===== src/rtl/rv32i_types.sv =====
// rtl/rv32i_types.sv - shared types for the instruction/data memory arbiter
package rv32i_types;

  localparam int unsigned ADDR_W = 32;
  localparam int unsigned DATA_W = 32;
  localparam int unsigned BE_W   = DATA_W / 8;

  // IDLE samples both ports, ACCESS_* own the backend, RESPOND releases both ports together
  typedef enum logic [1:0] {
    IDLE     = 2'd0,
    ACCESS_B = 2'd1,
    ACCESS_A = 2'd2,
    RESPOND  = 2'd3
  } arb_state_t;

  // One port's request as frozen at sampling time; write wins over read
  typedef struct packed {
    logic              valid;
    logic              write;
    logic [ADDR_W-1:0] address;
    logic [DATA_W-1:0] wdata;
    logic [BE_W-1:0]   byte_enable;
  } port_req_t;

  function automatic logic is_request(input logic read, input logic write);
    return read | write;
  endfunction

  function automatic port_req_t make_req(
    input logic              read,
    input logic              write,
    input logic [ADDR_W-1:0] address,
    input logic [DATA_W-1:0] wdata,
    input logic [BE_W-1:0]   byte_enable
  );
    port_req_t r;
    r.valid       = is_request(read, write);
    r.write       = write;
    r.address     = address;
    r.wdata       = wdata;
    r.byte_enable = byte_enable;
    return r;
  endfunction

endpackage


===== src/rtl/arb_req_latch.sv =====
// rtl/arb_req_latch.sv - per-port request capture register for the arbiter
module arb_req_latch
  import rv32i_types::*;
(
  input  logic              clk,
  input  logic              reset,
  input  logic              capture,
  input  logic              read,
  input  logic              write,
  input  logic [ADDR_W-1:0] address,
  input  logic [DATA_W-1:0] wdata,
  input  logic [BE_W-1:0]   byte_enable,
  output port_req_t         req
);

  // Reload every sampling cycle, otherwise freeze so CPU-side changes are ignored mid-transaction
  always_ff @(posedge clk) begin
    if (reset) begin
      req <= '0;
    end else if (capture) begin
      req <= make_req(read, write, address, wdata, byte_enable);
    end
  end

endmodule


===== src/rtl/mem_arbiter.sv =====
// rtl/mem_arbiter.sv - two-port (instruction A / data B) arbiter onto one backend memory
module mem_arbiter
  import rv32i_types::*;
(
  input  logic              clk,
  input  logic              reset,

  input  logic              cmem_read_a,
  input  logic              cmem_write_a,
  input  logic [ADDR_W-1:0] cmem_address_a,
  input  logic [DATA_W-1:0] cmem_wdata_a,
  input  logic [BE_W-1:0]   cmem_byte_enable_a,
  output logic              cmem_resp_a,
  output logic [DATA_W-1:0] cmem_rdata_a,

  input  logic              cmem_read_b,
  input  logic              cmem_write_b,
  input  logic [ADDR_W-1:0] cmem_address_b,
  input  logic [DATA_W-1:0] cmem_wdata_b,
  input  logic [BE_W-1:0]   cmem_byte_enable_b,
  output logic              cmem_resp_b,
  output logic [DATA_W-1:0] cmem_rdata_b,

  output logic              pmem_read,
  output logic              pmem_write,
  output logic [ADDR_W-1:0] pmem_address,
  output logic [DATA_W-1:0] pmem_wdata,
  output logic [BE_W-1:0]   pmem_byte_enable,
  input  logic              pmem_resp,
  input  logic [DATA_W-1:0] pmem_rdata
);

  arb_state_t  state;
  port_req_t   req_a;
  port_req_t   req_b;
  port_req_t   sel;
  logic        capture;
  logic        resp_a_q;
  logic        resp_b_q;
  logic [DATA_W-1:0] rdata_a_q;
  logic [DATA_W-1:0] rdata_b_q;

  assign capture = (state == IDLE);

  arb_req_latch u_latch_a (
    .clk         (clk),
    .reset       (reset),
    .capture     (capture),
    .read        (cmem_read_a),
    .write       (cmem_write_a),
    .address     (cmem_address_a),
    .wdata       (cmem_wdata_a),
    .byte_enable (cmem_byte_enable_a),
    .req         (req_a)
  );

  arb_req_latch u_latch_b (
    .clk         (clk),
    .reset       (reset),
    .capture     (capture),
    .read        (cmem_read_b),
    .write       (cmem_write_b),
    .address     (cmem_address_b),
    .wdata       (cmem_wdata_b),
    .byte_enable (cmem_byte_enable_b),
    .req         (req_b)
  );

  // Sequencer: B before A, both responses raised together on entry to RESPOND
  always_ff @(posedge clk) begin
    if (reset) begin
      state     <= IDLE;
      resp_a_q  <= 1'b0;
      resp_b_q  <= 1'b0;
      rdata_a_q <= '0;
      rdata_b_q <= '0;
    end else begin
      case (state)
        IDLE: begin
          resp_a_q <= 1'b0;
          resp_b_q <= 1'b0;
          if (is_request(cmem_read_b, cmem_write_b)) begin
            state <= ACCESS_B;
          end else if (is_request(cmem_read_a, cmem_write_a)) begin
            state <= ACCESS_A;
          end
        end
        ACCESS_B: begin
          if (pmem_resp) begin
            rdata_b_q <= pmem_rdata;
            if (req_a.valid) begin
              state <= ACCESS_A;
            end else begin
              state    <= RESPOND;
              resp_b_q <= 1'b1;
            end
          end
        end
        ACCESS_A: begin
          if (pmem_resp) begin
            rdata_a_q <= pmem_rdata;
            state     <= RESPOND;
            resp_a_q  <= 1'b1;
            resp_b_q  <= req_b.valid;
          end
        end
        RESPOND: begin
          resp_a_q <= 1'b0;
          resp_b_q <= 1'b0;
          state    <= IDLE;
        end
        default: begin
          state <= IDLE;
        end
      endcase
    end
  end

  // Backend request comes only from the frozen latch of the port being served
  always_comb begin
    sel = '0;
    case (state)
      ACCESS_B: sel = req_b;
      ACCESS_A: sel = req_a;
      default:  sel = '0;
    endcase
  end

  assign pmem_read        = sel.valid & ~sel.write;
  assign pmem_write       = sel.valid & sel.write;
  assign pmem_address     = sel.address;
  assign pmem_wdata       = sel.wdata;
  assign pmem_byte_enable = sel.byte_enable;

  assign cmem_resp_a  = resp_a_q;
  assign cmem_resp_b  = resp_b_q;
  assign cmem_rdata_a = rdata_a_q;
  assign cmem_rdata_b = rdata_b_q;

endmodule


===== config.mk =====
export PLATFORM = sky130hd
export DESIGN_NAME = mem_arbiter
export DESIGN_NICKNAME = d
export VERILOG_FILES = /design/src/rtl/rv32i_types.sv /design/src/rtl/arb_req_latch.sv /design/src/rtl/mem_arbiter.sv
export SDC_FILE = /design/constraint.sdc
export NUM_CORES = 1
export LEC_CHECK = 0
export ABC_AREA = 0
export BUFFER_PORTS_ARGS = -buffer_cell sky130_fd_sc_hd__buf_2
export CORE_ASPECT_RATIO = 0.8
export CORE_MARGIN = 2
export CORE_UTILIZATION = 45
export DETAILED_ROUTE_END_ITERATION = 12
export PLACE_DENSITY = 0.73
export SLEW_MARGIN = 20
export SYNTH_ARGS = -nofsm -noshare
export SYNTH_HDL_FRONTEND = slang
export SYNTH_SLANG_ARGS = --single-unit

===== constraint.sdc =====
create_clock -name clk -period 2.2 [get_ports clk]
set_clock_uncertainty 0.05 [all_clocks]
set_input_delay 0.11 -clock clk [delete_from_list [all_inputs] [get_ports clk]]
set_output_delay 0.11 -clock clk [all_outputs]
set_load 0.05 [all_outputs]

Word level (Yosys, flattened, before mapping)
Cells that the tools add are included.

Add/sub/neg operators: 0. Multiply operators: 0. Div/mod/pow operators: 0. Magnitude comparators: 0. Eq/ne operators: 7. Shift operators: 0. Multiplexer cells: 13. Bitwise operators: 5. Reductions and logical operators: 8.

Operators with widths (number): $pmux W70 S2 (1); $mux W2 (4); $pmux W2 S4 (1); $ne A2 B2 Y1 const B (3); $reduce_and A2 Y1 (3); $reduce_and A3 Y1 (2); $mux W1 (5); $eq A2 B2 Y1 const B (2); $ne A3 B1 Y1 const B (1); $pmux W1 S3 (1); $and A1 B1 Y1 (2); $eq A2 B1 Y1 const B (1); $logic_not A2 Y1 (1); $or A1 B1 Y1 (2); $pmux W1 S2 (1); $reduce_bool A2 Y1 (1); $reduce_or A2 Y1 (1); $not A1 Y1 (1).

Register bits: 208. Bits in latches: 0. Memory bits (writable): 0. ROM bits: 0. Input bits: 175. Output and inout bits: 136. Logic and storage cells: 48. Memories kept: 0.

Longest topological paths before layout
Gate-level depths: netlist of run 1.

Word-level depth: 4. Gate-level depth with buffers: 8. Gate-level depth less buffers: 5.

Cells and area by module
From an unflattened synthesis of run 1, not the netlist that was laid out.

Cell total of the unflattened synthesis: 936. Area total of the unflattened synthesis: 8668.3 µm².

Modules (own cells, without submodules): arb_req_latch (instances 2, cells an instance 227, area an instance 2514.9 µm², sequential area each 1401.3 µm²); mem_arbiter (instances 1, cells an instance 482, area an instance 3638.5 µm², sequential area each 1361.3 µm²).

Worst setup path after synthesis of run 1
OpenSTA, ideal clock, no wires.

Kind: reg2out. Start point: reg state[0]. End point: out pmem_address[10]. Arrival time: 1.897 ns. Data required time: 2.040 ns. Setup slack: 0.143 ns. Stages on the path, launching flop included: 6. Buffers on the path: 2. Cell sequence: dfxtp_1 -> inv_1 -> ha_1 -> clkbuf_1 -> clkbuf_1 -> nor2b_1.

Cells in the longest elaborated chain, start to end: 2. Elaborated cells on any way between the ends: 3. Classes of those cells: 2 x eq/ne; 1 x mux.

RTL lines: start, declared (RTL line mem_arbiter.sv:33) `arb_state_t state;`; start signal, assigned (RTL line mem_arbiter.sv:72) `state <= IDLE;`; start signal, assigned (RTL line mem_arbiter.sv:83) `state <= ACCESS_B;`; start signal, assigned (RTL line mem_arbiter.sv:85) `state <= ACCESS_A;`; $eq A2 B2 Y1 or $eq A2 B1 Y1 (tied branches) (RTL line mem_arbiter.sv:122) `case (state)`; $pmux W70 S2 (*) (RTL line mem_arbiter.sv:122); end, declared (RTL line mem_arbiter.sv:26) `output logic [ADDR_W-1:0] pmem_address,`.

Mark *: on every way between the ends. The rest lies on a longest branch, timed or not.

Final worst setup path of run 1
Start point: reg state[1]. End point: out pmem_address[2].

The elaborated chain is that of the path after synthesis.

==> results.md, run 1 <==
| Result | This run |
|---|---|
| Clk buf depth | 3 |
| Count of synthesis-stage warnings from yosys | 0 |
| Die area | 20000 um2 |
| I/O pin total | 311 |
| Setup Crit Path Kind | reg -> out |
| Final WS setup | 0.0338 ns |
| Fraction of registers with async set or reset after synthesis | 0% |
| Worst slew slack as a fraction of its limit | 62.6% |
| Kind of end point of the critical path | output pin |
| Aggregate global routing overflow | 0 |
| Top-area cell type share of the netlist area | 49.1% |
| Number of hold violations in the final report | 0 |
| Routed len/inst | 16.8 um |
| Count of max-cap constraint violations | 0 |
| Number of enable-type register cells in the synthesized netlist | 0 |
| Required @ worst endpoint | 2.04 ns |
| Starting density of the core | 46.4% |
| Achievable frequency | 462 MHz |
| Leading cell type by number of instances after synthesis | sky130_fd_sc_hd__dfxtp_1 |
| Die X-Extent | 157 um |
| Most instantiated cells after synthesis | 208 x sky130_fd_sc_hd__dfxtp_1, 143 x sky130_fd_sc_hd__nor2_1, 139 x sky130_fd_sc_hd__mux2i_1, 131 x sky130_fd_sc_hd__nand2_1, 71 x sky130_fd_sc_hd__nor2b_1 |
| Placed wire-length estimate after detailed placement | 16.2 mm |
| Arrival time of data at the critical path endpoint | 2.01 ns |
| Total power | 16600 uW |
| Post-layout net count | 1575 |
| Top area cells in the synthesized netlist | sky130_fd_sc_hd__dfxtp_1 49%, sky130_fd_sc_hd__mux2i_1 16%, sky130_fd_sc_hd__nor2_1 6.3%, sky130_fd_sc_hd__a22oi_1 6.1%, sky130_fd_sc_hd__nand2_1 5.8% |
| Library cells used by synthesis | 30 |
| Crit start category | register |
| Fill count | 1324 |
| Min-Delay Path Class | in -> reg |
| Power density over the cells | 1290 nW/um2 |
| Global-route wire length before repair | 42.1 mm |
| Clock sink total | 208 |
| Per-instance average area after synthesis | 9.08 um2 |
| Initial DRC Count | 629 |
| Number of buffers added by the clock tree synthesis step | 21 |
| Slew at the pin closest to its max-slew limit | 0.561 ns |
| Final GP Congestion | 0.806 |
| Minimum period implied by the final worst setup slack | 2.17 ns |
| Post-synthesis cell area | 8480 um2 |
| Top_reg_cell synth | sky130_fd_sc_hd__dfxtp_1 |
| Remaining antenna violation count | 0 |
| Fraction of final layout cells sized beyond drive strength 1 | 27.7% |
| Via total after detailed routing | 8537 |
| Worst Path Max Fanout | 13 |
| Number of setup violations in the final report | 0 |
| Number of pins exceeding their max-slew limit in the final report | 0 |
| Syn_nets | 1113 |
| Peak VDD IR | 996 uV |
| CTS tree | yes |
| Pre-CTS worst setup slack | 0.391 ns |
| Fin crit share | 98.5% |
| Area growth syn-to-layout | 52.1% |
| Pin count of the biggest net entering global routing | 69 |
| Post-route DRC | 0 |
| Number of I/O port buffers | 310 |
| Root Buffer Master | sky130_fd_sc_hd__clkbuf_16 |
| Average via count per standard cell | 5.13 |
| Register clock-pin slew on the reported worst setup and hold paths | 0.06 ns |
| Overall global routing resource usage | 25.9% |
| Total leakage power | 0.00603 uW |
| Total core area | 18300 um2 |
| Leading area contributor after synthesis | sky130_fd_sc_hd__dfxtp_1 |
| Result of the run | completed |
| Cell row count | 44 |
| Initial antenna violation count | 1 |
| H-tree depth | 1 |
| Mapped Cells | 934 |
| Pre-antenna DRT Iters | 8 |
| Number of global-route vias before repair | 8417 |
| Register area share after synthesis | 49.1% |
| Overall die height | 127 um |
| Source-to-sink clock delay at the later pin of the worst-skew pair | 0.48 ns |
| Number of synthesized register bits | 208 |
| Wire length after detailed routing | 28.0 mm |
flip-flops by register name, indices dropped and copies added, names as in the netlist:
signal / flops
u_latch_a.req: 70
u_latch_b.req: 70
cmem_rdata_a: 32
cmem_rdata_b: 32
state: 2
cmem_resp_a: 1
cmem_resp_b: 1
final timing paths:
| check | from | endpoint | slack [ns] | depth (start not counted) |
|---|---|---|---|---|
| min | reset | cmem_rdata_a[28] | 0.02 | 2 |
| max reg2reg | state[0] | u_latch_b.req[23] | 0.42 | 5 |
| min reg2reg | cmem_rdata_b[8] | cmem_rdata_b[8] | 0.40 | 2 |
| max | state[1] | pmem_address[2] | 0.03 | 6 |
cell type report:
type,count,area [um2],share of cell area (%)
flip-flops and latches,208,4170,32.3
repair buffers,518,3740,29.0
diodes,1,2.50,0.0194
inverters,2,7.51,0.0582
well taps,253,317,2.46
clock buffers,33,641,4.97
multi-input cells,645,3970,30.8
clock inverters,4,48.8,0.379
per-layer routing:
| metal | GRT usage, % | up-vias | wire length (um) |
|---|---|---|---|
| met2 | 46.9 | 397 | 13900 |
| met3 | 6.63 | 65 | 2150 |
| met4 | 8.93 | 0 | 834 |
| met5 | 0 | - | 0 |
| met1 | 29.6 | 4012 | 11100 |
| li1 | - | 4063 | - |
critical path: stages (launching register included):
cell and delay [ns]:
sky130_fd_sc_hd__dfxtp_2 0.35, sky130_fd_sc_hd__inv_2 0.11, sky130_fd_sc_hd__ha_4 0.24, sky130_fd_sc_hd__buf_4 0.24, sky130_fd_sc_hd__a22oi_1 0.13, sky130_fd_sc_hd__nor2b_1 0.16, sky130_fd_sc_hd__buf_2 0.29
kinds of logic (layout without fill, tap and decap cells):
family                   Yosys count  in the layout  share of synthesized area, %
AND/OR/NAND/NOR                  356            356                          18.2
multiplexers                     140            140                          16.5
other                              0              1                             0
flip-flops                       208            208                          49.1
AO/OA/AOI/OAI                    145            145                          10.9
adder cells (fa/ha/maj)            4              4                         0.590
buffers and inverters             81            557                          4.66
stage by stage:
step / hold WS [ns] / setup TNS (ns) / std cells / instance area [um2] / util [%]
after floorplan: 0.196 / 0 / 934 / 8480 / -
after global placement: 0.292 / 0 / 1442 / 10200 / 56.0
after detailed placement: 0.301 / 0 / 1442 / 10200 / 56.0
after CTS: 0.00449 / 0 / 1653 / 12700 / 69.6
after global routing: 0.0316 / -0.0771 / 1664 / 12900 / 70.5
final: 0.0207 / 0 / 1664 / 12900 / 70.5
where the power goes:
| group | switching, uW | internal (uW) |
|---|---|---|
| Sequential | 527 | 4660 |
| Combinational | 4590 | 3290 |
| Clock | 1440 | 2110 |
| Total | 6560 | 10100 |
placed cells by master, fill, tap and decap left out, types with 5 or more instances in the layout:
cell / n
sky130_fd_sc_hd__a22oi_1: 68
sky130_fd_sc_hd__buf_12: 7
sky130_fd_sc_hd__dfxtp_1: 206
sky130_fd_sc_hd__clkbuf_1: 5
sky130_fd_sc_hd__mux2i_1: 139
sky130_fd_sc_hd__nor2_1: 143
sky130_fd_sc_hd__clkbuf_16: 23
sky130_fd_sc_hd__buf_2: 286
sky130_fd_sc_hd__dlygate4sd3_1: 172
sky130_fd_sc_hd__nand2_1: 131
sky130_fd_sc_hd__clkbuf_4: 11
sky130_fd_sc_hd__clkbuf_8: 7
sky130_fd_sc_hd__buf_4: 38
sky130_fd_sc_hd__a21oi_1: 67
sky130_fd_sc_hd__nor2b_1: 71
timing repair:
| item | 4_1_cts | 5_1_grt |
|---|---|---|
| resized for setup | 18 | 20 |
| gates cloned | 0 | 2 |
| hold buffers | 172 | 0 |
| setup endpoints to repair | 67 | 65 |
| endpoints found under the hold margin | 205 | 0 |
| buffers inserted | 2 | 8 |
| pin swaps | 1 | 4 |
Note: power is estimated with default switching activity, not from simulation.
==> run 2, diff against run 1 <==
- CORE_ASPECT_RATIO: 0.8 -> 1.1
==> results.md, run 2 (synthesis gave the netlist of run 1 again) <==
| Result | This run |
|---|---|
| Result of the run | finished, violations left |
| Failing checks | negative setup slack |
| Area growth syn-to-layout | 56.1% |
| Hold Path Stages | 4 |
| Number of setup violations in the final report | 2 |
| Fraction of final layout cells sized beyond drive strength 1 | 28.2% |
| Required @ worst endpoint | 2.04 ns |
| Initial DRC Count | 459 |
| Clock sink total | 208 |
| Count of max-cap constraint violations | 0 |
| Worst Path Max Fanout | 12 |
| CTS tree | yes |
| Initial antenna violation count | 1 |
| Number of I/O port buffers | 310 |
| Post-layout net count | 1578 |
| Final WS setup | -0.00128 ns |
| Number of standard cells in the layout, taps in and fillers out | 1657 |
| Average via count per standard cell | 5.24 |
| Setup TNS | -0.00164 ns |
| Via total after detailed routing | 8688 |
| Crit start category | register |
| Overall die height | 148 um |
| Source-to-sink clock delay at the later pin of the worst-skew pair | 0.49 ns |
| Registers with the highest flip-flop counts | u_latch_a.req: 70 flops, u_latch_b.req: 70 flops |
| Die X-Extent | 135 um |
| Minimum period implied by the final worst setup slack | 2.20 ns |
| Clk buf depth | 3 |
| Routed len/inst | 17.7 um |
| Min-Delay Path Class | in -> reg |
| Remaining antenna violation count | 0 |
| Power density over the cells | 1310 nW/um2 |
| Final standard cell utilization of the core | 71.9% |
| Starting density of the core | 46.0% |
| Highest-count cells in the layout ignoring fill and taps | 249 x sky130_fd_sc_hd__buf_2, 206 x sky130_fd_sc_hd__dfxtp_1, 181 x sky130_fd_sc_hd__dlygate4sd3_1, 143 x sky130_fd_sc_hd__nor2_1, 139 x sky130_fd_sc_hd__mux2i_1 |
| Achievable frequency | 454 MHz |
| Peak VDD IR | 1030 uV |
| H-tree depth | 1 |
| Register clock-pin slew on the reported worst setup and hold paths | 0.06 ns |
| Kind of end point of the critical path | output pin |
| Slew at the pin closest to its max-slew limit | 0.554 ns |
| Global-route wire length before repair | 43.3 mm |
| Worst slew slack as a fraction of its limit | 63.1% |
| Total core area | 18400 um2 |
| Fill count | 1234 |
| Arrival time of data at the critical path endpoint | 2.04 ns |
| Cell row count | 52 |
| Post-route DRC | 0 |
| I/O pin total | 311 |
| Number of buffers added by the clock tree synthesis step | 22 |
| Commonest non-fill, non-tap cell in the layout | sky130_fd_sc_hd__buf_2 |
| Number of hold violations in the final report | 0 |
| Root Buffer Master | sky130_fd_sc_hd__clkbuf_16 |
| Setup repair after global routing missed its margin | yes |
| Pin count of the biggest net entering global routing | 90 |
| Length in cells of the worst reg-to-reg path | 6 |
| Pre-antenna DRT Iters | 5 |
| Total leakage power | 0.00611 uW |
| Number of global-route vias before repair | 8668 |
| Setup Crit Path Kind | reg -> out |
| Wire length after detailed routing | 29.3 mm |
| Placed wire-length estimate after detailed placement | 15.6 mm |
| Aggregate global routing overflow | 0 |
| Overall global routing resource usage | 26.6% |
| Die area | 20000 um2 |
| Final GP Congestion | 0.831 |
| Number of cells in the design after placement | 1430 |
| Pre-CTS worst setup slack | 0.325 ns |
| Fin crit share | 100% |
| Number of pins exceeding their max-slew limit in the final report | 0 |
## run 2: repair_timing
action,4_1_cts,5_1_grt
endpoints found under the hold margin,207,0
setup endpoints to repair,70,68
pin swaps,1,1
gates cloned,0,1
setup buffers,4,2
gates resized for setup,8,133
hold buffers,181,0
## run 2: per-stage QoR
step,total power (uW),hold slack (ns),area [um2]
2_1_floorplan,10700,0.196,8480
4_1_cts,16700,0.0701,12900
3_5_place_dp,12500,0.301,10300
5_1_grt,18000,0.119,13200
3_3_place_gp,12400,0.291,10300
6_report,17300,0.0813,13200
## run 2: cell type report
class / instances / area (um2) / area share [%]
sequential: 208 / 4170 / 31.5
tap: 243 / 304 / 2.30
antenna: 1 / 2.50 / 0.0189
inverter: 2 / 7.51 / 0.0567
timing repair buffer: 520 / 4010 / 30.3
clock buffer: 33 / 683 / 5.16
multi-input combinational: 645 / 4000 / 30.3
clock inverter: 5 / 56.3 / 0.425
## run 2: worst paths after layout
check / slack (ns) / start / to
setup / recovery: -0.001 / state[0] / pmem_address[8]
hold / removal: 0.08 / pmem_resp / cmem_resp_a
setup reg to reg: 0.10 / state[0] / u_latch_b.req[36]
hold reg to reg: 0.40 / cmem_rdata_b[14] / cmem_rdata_b[14]
## run 2: metal layers
layer  share of wire (%)  track usage [%]  wire [um]  vias to the layer above
met1                  37             29.1      10800                     4121
met4                 4.4             12.3       1290                        0
li1                    -                -          -                     4055
met5                   0                0          0                        -
met3                 7.3             5.90       2130                       98
met2                  51             48.6      15000                      414
## run 2: worst max-delay path, cell delays in order, from the launching register on
cell,delay [ns]
sky130_fd_sc_hd__dfxtp_2,0.36
sky130_fd_sc_hd__inv_1,0.12
sky130_fd_sc_hd__ha_4,0.38
sky130_fd_sc_hd__buf_4,0.21
sky130_fd_sc_hd__nor2b_1,0.26
sky130_fd_sc_hd__buf_6,0.20
## run 2: where the power goes
part	leakage (uW)	switching [uW]	internal, uW
clock	0.000364	1510	2260
sequential	0.00171	557	4650
combinational	0.00403	4740	3580
==> run 3, diff against run 2 <==
- REMOVE_ABC_BUFFERS: not set -> 1
==> results.md, run 3 (synthesis gave the netlist of run 1 again) <==
| Result | This run |
|---|---|
| Result of the run | completed |
| Number of global-route vias before repair | 8732 |
| Fill count | 1238 |
| Area growth syn-to-layout | 55.4% |
| Total core area | 18400 um2 |
| Count of max-cap constraint violations | 0 |
| Average via count per standard cell | 5.24 |
| Starting density of the core | 46.0% |
| Number of cells in the design after placement | 1428 |
| Final GP Congestion | 0.803 |
| Initial antenna violation count | 3 |
| Storage cell area | 4170 um2 |
| Setup Crit Path Kind | reg -> out |
| Worst hold start | pmem_resp |
| Multi-input logic area | 3980 um2 |
| Number of standard cells in the layout, taps in and fillers out | 1659 |
| Fin crit share | 99.8% |
| Launch point of the worst path | state[0] |
| Crit start category | register |
| R2r startpoint | state[0] |
| Arrival time of data at the critical path endpoint | 2.03 ns |
| Destination of the worst hold path | cmem_resp_b |
| Achievable frequency | 456 MHz |
| Crit path largest cell delay | 0.38 ns |
| End of the worst register-to-register path | u_latch_b.req[67] |
| Worst slew slack as a fraction of its limit | 66.0% |
| Number of I/O port buffers | 310 |
| CTS tree | yes |
| Total leakage power | 0.00613 uW |
| Fraction of final layout cells sized beyond drive strength 1 | 27.4% |
| CP max-delay cell | sky130_fd_sc_hd__dfxtp_2 |
| Overall global routing resource usage | 27.4% |
| Post-layout net count | 1580 |
| Worst Path Max Fanout | 36 |
| Registers with the highest flip-flop counts | u_latch_a.req: 70 flops, u_latch_b.req: 70 flops |
| Remaining antenna violation count | 0 |
| Required @ worst endpoint | 2.04 ns |
| Aggregate global routing overflow | 0 |
| Global-route wire length before repair | 44.3 mm |
| Post-route DRC | 0 |
| Total power | 17500 uW |
| Clock sink total | 208 |
| Slack of the worst reg-to-reg path | 0.10 ns |
| Die X-Extent | 135 um |
| Final worst hold slack | 0.0721 ns |
| Peak VDD IR | 964 uV |
| Highest-count cells in the layout ignoring fill and taps | 262 x sky130_fd_sc_hd__buf_2, 206 x sky130_fd_sc_hd__dfxtp_1, 184 x sky130_fd_sc_hd__dlygate4sd3_1, 143 x sky130_fd_sc_hd__nor2_1, 139 x sky130_fd_sc_hd__mux2i_1 |
| Critical path buffer and inverter count | 3 |
| Slew at the pin closest to its max-slew limit | 0.509 ns |
| I/O pin total | 311 |
| Kind of end point of the critical path | output pin |
| Clk buf depth | 3 |
| Number of hold violations in the final report | 0 |
| Power density over the cells | 1330 nW/um2 |
| Overall die height | 148 um |
| Hold Path Stages | 4 |
| Pin count of the biggest net entering global routing | 66 |
| Initial DRC Count | 389 |
| Root Buffer Master | sky130_fd_sc_hd__clkbuf_16 |
| Placed wire-length estimate after detailed placement | 16.1 mm |
| Min-Delay Path Class | in -> reg |
| Minimum period implied by the final worst setup slack | 2.19 ns |
| Register clock-pin slew on the reported worst setup and hold paths | 0.06 ns |
| Cells traversed along the worst timing path | inv_2 > ha_4 > buf_12 > nor2b_1 > buf_2 |
| Cell family with most CP delay | buffers and inverters |
| Final standard cell utilization of the core | 71.6% |
| Number of setup violations in the final report | 0 |
| Wire length after detailed routing | 29.3 mm |
| Cell row count | 52 |
| Pre-antenna DRT Iters | 5 |
| Via total after detailed routing | 8690 |
| Length in cells of the worst reg-to-reg path | 6 |
| Number of pins exceeding their max-slew limit in the final report | 0 |
| H-tree depth | 1 |
| Die area | 20000 um2 |
| Number of buffers added by the clock tree synthesis step | 22 |
| Routed len/inst | 17.7 um |
| Commonest non-fill, non-tap cell in the layout | sky130_fd_sc_hd__buf_2 |
| Source-to-sink clock delay at the later pin of the worst-skew pair | 0.49 ns |
## run 3: tightest hold or removal path: stages
cell and delay (ns):
sky130_fd_sc_hd__buf_2 0.15, sky130_fd_sc_hd__nand2b_1 0.08, sky130_fd_sc_hd__a21oi_1 0.06, sky130_fd_sc_hd__mux2_1 0.19
## run 3: power by group
group,switching (uW),leakage (uW),internal [uW],total (uW)
Combinational,4730,0.00402,3410,8140
Sequential,548,0.00171,4660,5200
Clock,1500,0.000400,2640,4140
Total,6780,0.00613,10700,17500
## run 3: metal layers
metal / up-vias / wire, um / global-route usage, %
met5: - / 13 / 0
met4: 2 / 991 / 10.8
met3: 82 / 2680 / 7.06
met2: 453 / 14600 / 48.3
met1: 4075 / 11100 / 31.5
li1: 4078 / - / -
## run 3: timing repair
action,in CTS,in global routing
hold buffers,184,0
resized for setup,36,37
endpoints found under the hold margin,206,0
gates cloned,1,0
setup buffers,7,0
setup endpoints to repair,70,57
pin swaps,3,1
## run 3: worst max path at each step
stage / endpoint / slack, ns / depth (start not counted)
2_1_floorplan: state[0] / -4.02 / 4
3_3_place_gp: pmem_wdata[12] / 0.29 / 6
3_5_place_dp: pmem_wdata[12] / 0.26 / 6
4_1_cts: pmem_write / 0.003 / 6
5_1_grt: pmem_address[14] / -0.07 / 7
6_report: pmem_address[17] / 0.005 / 5
## run 3: through the flow
stage | setup TNS [ns] | setup slack, ns | instance area (um2)
floorplan | -581.70 | -4.02 | 8090
global placement | 0 | 0.287 | 10200
detailed placement | 0 | 0.261 | 10200
CTS | 0 | 0.00342 | 13100
global route | -0.178 | -0.0683 | 13200
finish | 0 | 0.00533 | 13200
## run 3: area by class of cell
type	instances	share of cell area, %
antenna	2	0.0380
clock buffer	30	4.95
clock inverter	7	1.22
inverter	2	0.0570
multi-input combinational	645	30.2
sequential	208	31.6
tap	243	2.31
timing repair buffer	522	29.6
